File: config.mk
export PLATFORM = sky130hd
export DESIGN_NAME = fsm_run_controller
export DESIGN_NICKNAME = d
export VERILOG_FILES = /design/src/rtl/fsm_ctrl_pkg.sv /design/src/rtl/run_cycle_counter.sv /design/src/rtl/fsm_run_controller.sv
export SDC_FILE = /design/constraint.sdc
export NUM_CORES = 1
export LEC_CHECK = 0
export CELL_PAD_IN_SITES_DETAIL_PLACEMENT = 2
export CELL_PAD_IN_SITES_GLOBAL_PLACEMENT = 2
export CORE_ASPECT_RATIO = 1.25
export CORE_MARGIN = 2
export CORE_UTILIZATION = 35
export DETAILED_ROUTE_END_ITERATION = 7
export PLACE_DENSITY_LB_ADDON = 0.3
export RECOVER_POWER = 100
export REMOVE_ABC_BUFFERS = 1
export SETUP_SLACK_MARGIN = 0.3
export SYNTH_ARGS = -nofsm -noshare
export SYNTH_HDL_FRONTEND = slang
export SYNTH_SLANG_ARGS = --single-unit
export TNS_END_PERCENT = 1
File: constraint.sdc
create_clock -name clk_p -period 6 [get_ports clk_p]
set_clock_uncertainty 0.15 [all_clocks]
set_input_delay 1.8 -clock clk_p [delete_from_list [all_inputs] [get_ports clk_p]]
set_output_delay 1.8 -clock clk_p [all_outputs]
set_load 0.005 [all_outputs]
File: src/rtl/fsm_ctrl_pkg.sv
// Shared types and default widths for the FSM run controller.
package fsm_ctrl_pkg;

    typedef enum logic [2:0] {
        IDLE,
        RST,
        RUN,
        SETTLE,
        DONE
    } state_t;

    localparam int OUT_W_DEF   = 5;
    localparam int CYCLE_W_DEF = 32;

    // Width of the phase counter that times the reset and settle windows.
    localparam int PHASE_W     = 16;

endpackage

File: src/rtl/run_cycle_counter.sv
// Saturating up-counter with synchronous clear, enable and a terminal-count
// compare against a caller-supplied value.
module run_cycle_counter #(
    parameter int W = 32
) (
    input  logic         clk_p,
    input  logic         reset,
    input  logic         clr,
    input  logic         en,
    input  logic [W-1:0] term,
    output logic [W-1:0] count,
    output logic         at_term
);

    localparam logic [W-1:0] ONE = W'(1);

    // Clear wins over enable; the count sticks at all-ones instead of wrapping.
    always_ff @(posedge clk_p) begin
        if (reset || clr) begin
            count <= '0;
        end else if (en && (count != '1)) begin
            count <= count + ONE;
        end
    end

    assign at_term = (count == term);

endmodule

File: src/rtl/fsm_run_controller.sv
// Initiator for the start/ready handshake: resets the target FSM, raises
// start, measures cycles until ready rises, then samples out/correct.
// Optional run statistics (run_count / pass_count) are built when the
// RUN_STATS_EN macro is defined.
module fsm_run_controller
    import fsm_ctrl_pkg::*;
#(
    parameter int OUT_W          = OUT_W_DEF,
    parameter int CYCLE_W        = CYCLE_W_DEF,
    parameter int RST_CYCLES     = 2,
    parameter int SETTLE_CYCLES  = 1,
    parameter int TIMEOUT_CYCLES = 100000
) (
    input  logic               clk_p,
    input  logic               reset,
    input  logic               go,
    input  logic               dut_ready,
    input  logic [OUT_W-1:0]   dut_out,
    input  logic               dut_correct,
    output logic               dut_reset,
    output logic               dut_start,
    output logic               busy,
    output logic               done,
    output logic               timeout,
    output logic [CYCLE_W-1:0] cycles,
    output logic [OUT_W-1:0]   result_out,
    output logic               result_correct
`ifdef RUN_STATS_EN
    ,
    output logic [15:0]        run_count,
    output logic [15:0]        pass_count
`endif
);

    // Timeout fires on the RUN cycle whose increment lands on TIMEOUT_CYCLES-1.
    localparam logic [CYCLE_W-1:0] TO_TERM  = CYCLE_W'(TIMEOUT_CYCLES - 2);
    localparam logic [PHASE_W-1:0] RST_TERM = PHASE_W'(RST_CYCLES - 1);
    localparam logic [PHASE_W-1:0] SET_TERM = PHASE_W'(SETTLE_CYCLES - 1);

    state_t state, state_n;

    logic               ready_q;
    logic               rise;
    logic               cyc_clr, cyc_en, cyc_tc;
    logic [PHASE_W-1:0] ph_cnt, ph_term;
    logic               ph_clr, ph_en, ph_tc;
    logic               dut_reset_n, dut_start_n, timeout_n, res_ld;
    logic               unused_ph;

    assign rise    = dut_ready & ~ready_q;
    assign ph_term = (state == RST) ? RST_TERM : SET_TERM;
    assign busy    = (state != IDLE);
    assign done    = (state == DONE);

    // The phase count is only ever consumed through its terminal compare.
    assign unused_ph = ^ph_cnt;

    run_cycle_counter #(.W(CYCLE_W)) u_cyc (
        .clk_p   (clk_p),
        .reset   (reset),
        .clr     (cyc_clr),
        .en      (cyc_en),
        .term    (TO_TERM),
        .count   (cycles),
        .at_term (cyc_tc)
    );

    run_cycle_counter #(.W(PHASE_W)) u_phase (
        .clk_p   (clk_p),
        .reset   (reset),
        .clr     (ph_clr),
        .en      (ph_en),
        .term    (ph_term),
        .count   (ph_cnt),
        .at_term (ph_tc)
    );

    // Next-state and next-output decode; everything holds unless a state acts.
    always_comb begin
        state_n     = state;
        dut_reset_n = dut_reset;
        dut_start_n = dut_start;
        timeout_n   = timeout;
        res_ld      = 1'b0;
        cyc_clr     = 1'b0;
        cyc_en      = 1'b0;
        ph_clr      = 1'b0;
        ph_en       = 1'b0;
        case (state)
            IDLE: begin
                dut_reset_n = 1'b0;
                if (go) begin
                    state_n     = RST;
                    timeout_n   = 1'b0;
                    dut_reset_n = 1'b1;
                    cyc_clr     = 1'b1;
                    ph_clr      = 1'b1;
                end
            end
            RST: begin
                dut_reset_n = 1'b1;
                if (ph_tc) begin
                    state_n     = RUN;
                    dut_reset_n = 1'b0;
                    dut_start_n = 1'b1;
                    cyc_clr     = 1'b1;
                end else begin
                    ph_en = 1'b1;
                end
            end
            RUN: begin
                cyc_en = 1'b1;
                if (rise) begin
                    state_n = SETTLE;
                    ph_clr  = 1'b1;
                end else if (cyc_tc) begin
                    state_n     = IDLE;
                    timeout_n   = 1'b1;
                    dut_start_n = 1'b0;
                end
            end
            SETTLE: begin
                if (ph_tc) begin
                    state_n     = DONE;
                    res_ld      = 1'b1;
                    dut_start_n = 1'b0;
                end else begin
                    ph_en = 1'b1;
                end
            end
            DONE: begin
                dut_start_n = 1'b0;
                state_n     = IDLE;
            end
            default: state_n = IDLE;
        endcase
    end

    // State register.
    always_ff @(posedge clk_p) begin
        if (reset) begin
            state <= IDLE;
        end else begin
            state <= state_n;
        end
    end

    // Registered handshake outputs, sampled results and the ready edge history.
    always_ff @(posedge clk_p) begin
        if (reset) begin
            dut_reset      <= 1'b1;
            dut_start      <= 1'b0;
            timeout        <= 1'b0;
            result_out     <= '0;
            result_correct <= 1'b0;
            ready_q        <= 1'b0;
        end else begin
            dut_reset <= dut_reset_n;
            dut_start <= dut_start_n;
            timeout   <= timeout_n;
            // Held low through RST, but the RST->RUN edge captures live ready so
            // a level already high at RUN entry does not register as a rise.
            ready_q   <= (state == RST && !ph_tc) ? 1'b0 : dut_ready;
            if (res_ld) begin
                result_out     <= dut_out;
                result_correct <= dut_correct;
            end
        end
    end

`ifdef RUN_STATS_EN
    logic to_evt;
    assign to_evt = (state == RUN) && !rise && cyc_tc;

    // Saturating run/pass tallies; only reset clears them.
    always_ff @(posedge clk_p) begin
        if (reset) begin
            run_count  <= '0;
            pass_count <= '0;
        end else begin
            if ((done || to_evt) && (run_count != '1)) begin
                run_count <= run_count + 16'd1;
            end
            if (done && result_correct && (pass_count != '1)) begin
                pass_count <= pass_count + 16'd1;
            end
        end
    end
`endif

endmodule

==> reports/metrics.csv, run 1 <==
stage;metric;value;unit
run_status;status;finished, final reports clean;
clock_tree;cts.clk_slew.worst_paths;60;ps
sta;slew_viol_final;0;
floorplanning;placementRows;39;
synth;ys.flop_type;dfxtp_1;
synth;async_reset_ff_share;0;%
synth;ys_ff_latch;61;
synth;synth_top_area_share;36.5;%
sta;final_hold_viol_count;0;
floorplanning;initial_utilization;36.3;%
sta;fmax;241;MHz
placement;hpwlAfterDp;7590;µm
synth;synth-edff-count;0;
critical_path;crit_path_max_fanout;32;
global_route;grt_max_degree;33;
placement;gp_congestion;0.788;
cells_and_area;n_fill_cell;1003;
route;ant_nets;0;
sta;setup_tns;0;ps
route;vias;3257;
global_route;grt_first_pass_wirelength;18300;µm
route;via_per_inst;5.86;
hold_path;hold_path.class;reg2reg;
sta;period_share;69.0;%
global_route;grt_util_all_layers;22.1;%
route;wl;11000;µm
global_route;grt_pass1_vias;3526;
cells_and_area;nNetsFinal;441;
pwr;p_leak;1.50;nW
synth;yosys-top-cells-area;dfxtp_1 (37%), a21oi_1 (4.8%), or3_1 (3.6%);
sta;min_period;4140;ps
sta;rsz0062_at_grt;false;
cells_and_area;area_delta_synth_final;25.6;%
cells_and_area;final_core_util;45.5;%
clock_tree;clock_latency;340;ps
synth;synth-seq-area-share;36.5;%
critical_path;crit_arrival;4270;ps
synth;synth_cell_type_count;62;
route;drc;0;
synth;yosysWarnings;0;
synth;synth.largest_area_cell;dfxtp_1;
sta;relSlewSlack;26.4;%
clock_tree;cts_hold_buf;0;
clock_tree;max-clock-path-buffers;2;
cells_and_area;drive_above_1_share;8.55;%
pwr;vdd_drop_max;0.151;mV
clock_tree;cts_root_buffer;clkbuf_16;
critical_path;cp-start-kind;input port;
synth;post-synth-top-count-cell;dfxtp_1;
synth;syn_avg_cell_area;8.80;µm²
synth;synth.cells.most_frequent;dfxtp_1 (61), a21oi_1 (32), nand2_1 (25), nor2_1 (25), nand3_1 (23);
clock_tree;cts_resized;0;
critical_path;setup.worst_path.class;in2reg;
floorplanning;dieWidth;91.4;µm
floorplanning;ios;53;
clock_tree;cts_tree;built;
global_route;grt_overflow_total;0;
route;wl_per_cell;19.7;µm
job;cap_violations;0;
global_route;antenna_found_initial;0;
floorplanning;core;0.00922;mm²
critical_path;endpoint_kind;register;
cells_and_area;seq_area;0.00122;mm²
critical_path;crit_required;6130;ps
cells_and_area;multi_input_area;0.00195;mm²
route;first_iter_violations;94;
cells_and_area;n_antenna_cell;0;
route;firstDrtPassIters;4;
sta;setup-violations-final;0;
synth;synth_cells;380;
placement;numPortBuffers;52;
clock_tree;cts_buffers;9;
floorplanning;die_h;113;µm
clock_tree;cts_setup_buffers;0;
sta;tightest_slew;1100;ps
pwr;power.density;256;mW/mm²
clock_tree;htree_num_levels;3;
floorplanning;die_area;0.0104;mm²
clock_tree;cts.sinks;61;
synth;synth_area;0.00334;mm²
-- report_power, final --
group	switching (mW)	internal (mW)
logic	0.0510	0.0371
registers	0.0123	0.413
clock network	0.198	0.363
total	0.262	0.813
-- critical path: stages --
cell and delay, ps:
dlygate4sd3_1 750, a21o_1 290, a21o_1 550, or4_2 780
nand2_1 80
-- path summary, 6_finish.rpt --
check / from / endpoint / slack, ps / cells past startpoint
worst max-delay path: reset / u_cyc.count[2]$_SDFFE_PP0P_ / 1860 / 5
worst min-delay path: result_out[1]$_SDFFE_PP0P_ / result_out[1]$_SDFFE_PP0P_ / 360 / 2
worst max register to register: u_phase.count[3]$_SDFFE_PP0P_ / dut_start$_SDFFE_PP0P_ / 3220 / 5
worst min register to register: result_out[1]$_SDFFE_PP0P_ / result_out[1]$_SDFFE_PP0P_ / 360 / 2
-- registers in the layout, summed over array words and instances (netlist names) --
signal,flops
state,3
dut_start,1
result_correct,1
u_cyc.count,32
u_phase.count,16
dut_reset,1
ready_q,1
result_out,5
timeout,1
-- metal layers --
metal  GRT usage [%]  up-vias  wire [µm]
met5               0        -          0
met4            8.48        0        177
met3            4.06       12        292
met2            40.0       57       5900
met1            25.7     1628       4590
li1                -     1560          -
-- layout by cell type (no fill, tap or decap), drive strengths merged, types with 2 or more instances in the layout --
master,Yosys,final
o31ai,13,13
ha,3,3
and2,3,3
o21ai,21,21
nand2,25,25
nor4b,2,2
nor2,25,25
nand2b,5,5
o211ai,7,7
nor2b,3,3
nor3b,4,4
nand3,23,23
mux2i,10,10
a21oi,32,32
or4,17,17
and4,7,7
and3,4,4
bufinv,0,2
a21o,2,2
nand4,19,19
xnor2,4,4
inv,8,8
dlygate4sd3,0,45
a31oi,3,3
or3b,2,2
or3,21,21
xor2,3,3
dfxtp,61,61
nor4,10,10
clkdlybuf4s50,0,7
a21boi,2,2
clkbuf,7,10
o2111ai,2,2
nor3,9,9
clkinv,0,4
o311ai,2,2
-- area by class of cell --
type / count / share of cell area (%)
Sequential cell: 61 / 29.1
Inverter: 8 / 0.715
Timing Repair Buffer: 53 / 12.6
Clock inverter: 6 / 2.09
Clock buffer: 10 / 5.45
Tap cell: 123 / 3.67
Multi-Input combinational cell: 295 / 46.4
-- through the flow --
stage,cell area [µm²],hold WS [ps],total power [mW],cells,setup slack (ps)
after floorplan,3210,311,0.483,364,2680
after global placement,3890,322,0.520,540,1610
after detailed placement,3890,345,0.525,540,1540
after CTS,4200,370,1.09,556,1860
after global routing,4200,397,1.12,556,1750
final,4200,362,1.07,556,1860
-- cells by family (layout without fill, tap and decap cells) --
family          Yosys count  in the layout  share of synthesized area [%]
simple gates            181            181                           33.3
compound gates           93             93                           18.9
flops                    61             61                           36.5
buf+inv                  24             77                           5.05
mux                      11             11                           3.33
xor+xnor                  7              7                           1.83
fa+ha+maj                 3              3                           1.12
Note: power is estimated with default switching activity, not from simulation.
==> run 2: changes to the inputs <==
Settings changed: CORE_UTILIZATION 35 to 32.
Clock period 6 ns to 4.33 ns, I/O delays scaled along.
==> run 2 against run 1 <==
Against the previous run:
- die area up 9.0%
- largest cell class unchanged
- total power up 45%
- utilization down 4.2 points
- wire length down 0.58%
- highest routed layer unchanged
- largest power group unchanged
- count of clock-buffer cells in the layout unchanged
- first-iteration DRC count up 20%
- sequential power up 38%
==> reports/metrics.csv, run 2 (synthesized netlist as in run 1, its figures left out) <==
stage;metric;value;unit;change
cells_and_area;area_delta_synth_final;25.4;%;
critical_path;cpPeakStageDelay;660;ps;-120 ps
sta;tightest_slew;1190;ps;+84.3 ps
pwr;vdd_drop_max;0.167;mV;+11%
critical_path;setup.worst_path.class;in2reg;;
cells_and_area;design_area;0.00419;mm²;-0.12%
clock_tree;clock_latency;340;ps;about the same
critical_path;worst_path_most_repeated_cell;a21o_1;;
sta;final_hold_viol_count;0;;unchanged
clock_tree;cts.sinks;61;;unchanged
global_route;grt_overflow_total;0;;unchanged
cells_and_area;final_common_cell;dfxtp_1;;
sta;rsz0062_at_grt;false;;
route;vias;3262;;+0.15%
sta;period_share;80.9;%;
placement;dp_cells;548;;+1.5%
route;ant_nets;0;;unchanged
critical_path;endpoint_kind;register;;
cells_and_area;instances_no_fill;564;;+1.4%
route;first_iter_violations;113;;+20%
clock_tree;cts.clk_slew.worst_paths;60;ps;about the same
floorplanning;initial_utilization;32.9;%;-3.3 points
run_status;status;finished, final reports clean;;
sta;slew_viol_final;0;;unchanged
critical_path;crit_arrival;3630;ps;-640 ps
clock_tree;htree_num_levels;3;;unchanged
route;drc;0;;unchanged
sta;relSlewSlack;20.8;%;-5.6 points
critical_path;cp-start-kind;input port;;
global_route;grt_util_all_layers;20.3;%;-1.8 points
floorplanning;ios;53;;unchanged
cells_and_area;drive_above_1_share;7.82;%;-0.73 points
cells_and_area;nNetsFinal;443;;+0.45%
critical_path;slowest_stage;or4_1;;
global_route;grt_max_degree;29;;-12%
sta;setup-violations-final;0;;unchanged
cells_and_area;regMostFlops;u_cyc.count;;
route;wl;10900;µm;-0.58%
route;wl_per_cell;19.3;µm;-2.0%
critical_path;crit_required;4460;ps;-1670 ps
cells_and_area;n_fill_cell;1131;;+13%
floorplanning;die_area;0.0113;mm²;+9.0%
global_route;grt_pass1_vias;3592;;+1.9%
floorplanning;die_h;118;µm;+4.4%
clock_tree;cts_hold_buf;0;;unchanged
pwr;power.density;372;mW/mm²;+45%
clock_tree;cts_tree;built;;
sta;holdWs;340;ps;-22.5 ps
cells_and_area;reg_top3;u_cyc.count x32, u_phase.count x16, result_out x5;;
sta;min_period;3500;ps;
floorplanning;core;0.0102;mm²;+10%
sta;setup_tns;0;ps;unchanged
cells_and_area;layout_common_cells;dfxtp_1 (61), dlygate4sd3_1 (44), a21oi_1 (32), nor2_1 (25), nand2_1 (25);;
cells_and_area;multi_input_area;0.00190;mm²;-2.7%
global_route;antenna_found_initial;0;;unchanged
clock_tree;cts_setup_buffers;0;;unchanged
clock_tree;max-clock-path-buffers;2;;unchanged
cells_and_area;seq_area;0.00122;mm²;unchanged
floorplanning;dieWidth;95.4;µm;+4.4%
global_route;grt_first_pass_wirelength;18200;µm;-0.15%
critical_path;crit_path_max_fanout;24;;-25%
placement;numPortBuffers;52;;unchanged
cells_and_area;largest_register_ffs;32;;unchanged
job;cap_violations;0;;unchanged
placement;dpl_cell_area;0.00391;mm²;+0.58%
hold_path;hold_path.class;reg2reg;;
sta;fmax;286;MHz;
clock_tree;cts_buffers;9;;unchanged
route;firstDrtPassIters;4;;unchanged
placement;gp_congestion;0.814;;+3.3%
clock_tree;cts_root_buffer;clkbuf_16;;
clock_tree;cts_resized;0;;unchanged
floorplanning;placementRows;41;;+5.1%
route;via_per_inst;5.78;;-1.3%
critical_path;crit_chain;dlygate4sd3_1 -> a21o_1 -> a21o_1 -> clkbuf_1 -> or4_1 -> nand2_1;;
cells_and_area;n_antenna_cell;0;;unchanged
placement;hpwlAfterDp;7570;µm;-0.31%
pwr;p_leak;1.48;nW;-0.90%
==> run 2: changes by cell type in the layout (fill, tap and decap cells not counted), sizes merged <==
cell,before,now
clkdlybuf4s50,7,8
clkinv,4,1
dlygate4sd3,45,44
bufinv,2,3
clkinvlp,0,2
clkbuf,10,12
==> run 2: power by group <==
group / switching, mW / internal (mW) / total, mW
Clock: 0.275 / 0.577 / 0.851
Combinational: 0.0713 / 0.0500 / 0.121
Sequential: 0.0155 / 0.572 / 0.587
Total: 0.361 / 1.20 / 1.56
==> run 2: path summary, 6_finish.rpt <==
check	start	endpoint	slack, ps	depth (start not counted)
max	reset	u_cyc.count[5]$_SDFFE_PP0P_	830	6
max reg2reg	state[1]$_SDFFE_PP0P_	u_cyc.count[5]$_SDFFE_PP0P_	1260	6
min reg2reg	result_out[4]$_SDFFE_PP0P_	result_out[4]$_SDFFE_PP0P_	340	2
min	result_out[4]$_SDFFE_PP0P_	result_out[4]$_SDFFE_PP0P_	340	2
==> run 2: per-stage QoR <==
step	util (%)	setup slack, ps	total power, mW
floorplan	-	1510	0.669
global placement	38.5	996	0.723
detailed placement	38.5	963	0.730
CTS	41.9	924	1.58
global route	41.3	678	1.61
finish	41.3	829	1.56
==> run 2: cell type report <==
cell class              instances  area share, %
inverters                       8          0.716
multi-input cells             295           45.2
repair buffers                 55           12.8
clock inverters                 6           2.63
clock buffers                  10           5.70
flip-flops and latches         61           29.1
well taps                     129           3.85
==> run 2: worst max-delay path, delay by kind of cell <==
family | cells | cell delay [ps]
compound gates | 2 | 500
buf+inv | 2 | 1100
simple gates | 2 | 730
==> run 2: metal layers <==
| layer | up-vias | wire (µm) | track usage, % |
|---|---|---|---|
| met3 | 9 | 293 | 3.70 |
| met1 | 1644 | 4530 | 22.9 |
| met4 | 0 | 114 | 5.54 |
| li1 | 1565 | - | - |
| met5 | - | 0 | 0 |
| met2 | 44 | 5950 | 38.1 |
==> run 3: changes to the inputs <==
Clock period 4.33 ns to 3.5 ns, I/O delays scaled along.
==> run 3 against run 2 <==
Against the previous run:
- via count fell by 0.80%
- count of clock-buffer cells in the layout is 2 higher
- critical path depth down 1
- global-route usage is 0.62 points lower
- largest power group unchanged
- sequential power up 24%
- first-iteration DRC count fell by 53%
- flip-flop and latch count stayed put
- critical endpoint is now u_cyc.count[3]$_SDFFE_PP0P_
==> reports/metrics.csv, run 3 (synthesized netlist as in run 1, its figures left out) <==
stage;metric;value;unit;change
global_route;grt_first_pass_wirelength;17800;µm;-2.6%
clock_tree;cts_tree;built;;
floorplanning;die_area;0.0113;mm²;unchanged
sta;setup-violations-final;0;;unchanged
clock_tree;clock_latency;330;ps;about the same
floorplanning;initial_utilization;32.9;%;unchanged
pwr;vdd_drop_max;0.182;mV;+8.8%
route;via_per_inst;5.72;;-1.1%
critical_path;cp-start-kind;register;;
critical_path;cpPeakStageDelay;830;ps;+170 ps
critical_path;setup.worst_path.class;reg2reg;;
route;first_iter_violations;53;;-53%
cells_and_area;largest_register_ffs;32;;unchanged
clock_tree;cts.sinks;61;;unchanged
route;firstDrtPassIters;4;;unchanged
cells_and_area;layout_common_cells;dfxtp_1 (61), dlygate4sd3_1 (44), a21oi_1 (32), nor2_1 (25), nand2_1 (25);;
run_status;status;finished, final reports clean;;
route;vias;3236;;-0.80%
job;cap_violations;0;;unchanged
cells_and_area;design_area;0.00413;mm²;-1.6%
route;wl_per_cell;18.5;µm;-4.0%
sta;slew_viol_final;0;;unchanged
cells_and_area;regMostFlops;u_cyc.count;;
cells_and_area;n_antenna_cell;0;;unchanged
sta;relSlewSlack;38.1;%;+17 points
critical_path;crit_path_max_fanout;8;;-67%
global_route;grt_overflow_total;0;;unchanged
clock_tree;htree_num_levels;3;;unchanged
critical_path;crit_arrival;3010;ps;-620 ps
cells_and_area;multi_input_area;0.00189;mm²;-0.26%
cells_and_area;nNetsFinal;447;;+0.90%
cells_and_area;reg_top3;u_cyc.count x32, u_phase.count x16, result_out x5;;
critical_path;slowest_stage;o31ai_1;;
clock_tree;cts.clk_slew.worst_paths;50;ps;about the same
route;wl;10500;µm;-3.7%
sta;final_hold_viol_count;0;;unchanged
floorplanning;core;0.0102;mm²;unchanged
clock_tree;cts_root_buffer;clkbuf_16;;
cells_and_area;instances_no_fill;566;;+0.35%
sta;setup_tns;0;ps;unchanged
placement;hpwlAfterDp;7520;µm;-0.58%
global_route;grt_max_degree;29;;unchanged
sta;rsz0062_at_grt;false;;
placement;dp_worst_setup_slack;474;ps;-489 ps
cells_and_area;final_common_cell;dfxtp_1;;
placement;gp_congestion;0.820;;+0.77%
critical_path;endpoint_kind;register;;
pwr;p_leak;1.46;nW;-1.5%
clock_tree;max-clock-path-buffers;2;;unchanged
global_route;antenna_found_initial;0;;unchanged
floorplanning;die_h;118;µm;unchanged
clock_tree;cts_hold_buf;0;;unchanged
sta;min_period;2960;ps;
sta;fmax;337;MHz;
sta;period_share;84.7;%;
global_route;grt_pass1_vias;3540;;-1.4%
pwr;power.density;410;mW/mm²;+10%
cells_and_area;n_fill_cell;1154;;+2.0%
cells_and_area;area_delta_synth_final;23.3;%;
cells_and_area;drive_above_1_share;7.09;%;-0.72 points
route;ant_nets;0;;unchanged
cells_and_area;seq_area;0.00122;mm²;unchanged
placement;dpl_cell_area;0.00394;mm²;+0.77%
route;drc;0;;unchanged
critical_path;path_buf_inv;0;;-2
placement;numPortBuffers;52;;unchanged
sta;tightest_slew;920;ps;-267 ps
clock_tree;cts_buffers;9;;unchanged
hold_path;hold_path.class;reg2reg;;
placement;dp_cells;552;;+0.73%
critical_path;crit_required;3550;ps;-910 ps
global_route;grt_util_all_layers;19.7;%;-0.62 points
floorplanning;ios;53;;unchanged
floorplanning;placementRows;41;;unchanged
critical_path;cp_top_family;simple AND/OR/NAND/NOR gates;;
sta;layout_setup_ws;537;ps;-292 ps
pwr;total_power;1.69;mW;+8.5%
floorplanning;dieWidth;95.4;µm;unchanged
clock_tree;cts_resized;0;;unchanged
clock_tree;cts_setup_buffers;0;;unchanged
critical_path;crit_chain;nand4_1 -> or4_1 -> o31ai_1 -> or3_2 -> a21oi_1;;
-- run 3: cell count changes in the layout (fill, tap and decap cells not counted), sizes merged --
cell,delta
clkinvlp,-2
buf,+1
bufinv,-3
clkbuf,+5
clkinv,+1
-- run 3: routing by layer --
metal	share of wire, %	track usage, %	routed length (µm)
met1	43	23.6	4470
met4	1.7	7.32	178
met5	0	0	0
met3	2.7	3.06	287
met2	53	34.8	5560
-- run 3: area by class of cell --
type | instances | area share [%]
tap | 129 | 3.91
clock inverter | 2 | 0.243
sequential | 61 | 29.6
inverter | 8 | 0.728
multi-input combinational | 295 | 45.9
timing repair buffer | 59 | 13.4
clock buffer | 12 | 6.22
-- run 3: power breakdown --
| group | internal [mW] | switching, mW |
|---|---|---|
| registers | 0.708 | 0.0184 |
| clock network | 0.507 | 0.308 |
| logic | 0.0659 | 0.0852 |
| total | 1.28 | 0.411 |
-- run 3: final timing paths --
| check | slack [ps] | depth (start not counted) | startpoint | end |
|---|---|---|---|---|
| setup / recovery | 540 | 5 | u_cyc.count[8]$_SDFFE_PP0P_ | u_cyc.count[3]$_SDFFE_PP0P_ |
| hold / removal | 340 | 2 | result_correct$_SDFFE_PP0P_ | result_correct$_SDFFE_PP0P_ |
| setup reg to reg | 540 | 5 | u_cyc.count[8]$_SDFFE_PP0P_ | u_cyc.count[3]$_SDFFE_PP0P_ |
| hold reg to reg | 340 | 2 | result_correct$_SDFFE_PP0P_ | result_correct$_SDFFE_PP0P_ |
-- run 3: worst register-to-register path: stages (launching register included) --
cell and delay [ps]:
dfxtp_1 510, nand4_1 280, or4_1 750, o31ai_1 830, or3_2 250, a21oi_1 60
-- run 3: metrics by stage --
stage	hold slack (ps)	utilization (%)
6_report	340	40.6
5_1_grt	368	40.6
4_1_cts	357	41.4
3_5_place_dp	345	38.8
3_3_place_gp	325	38.8
2_1_floorplan	311	-
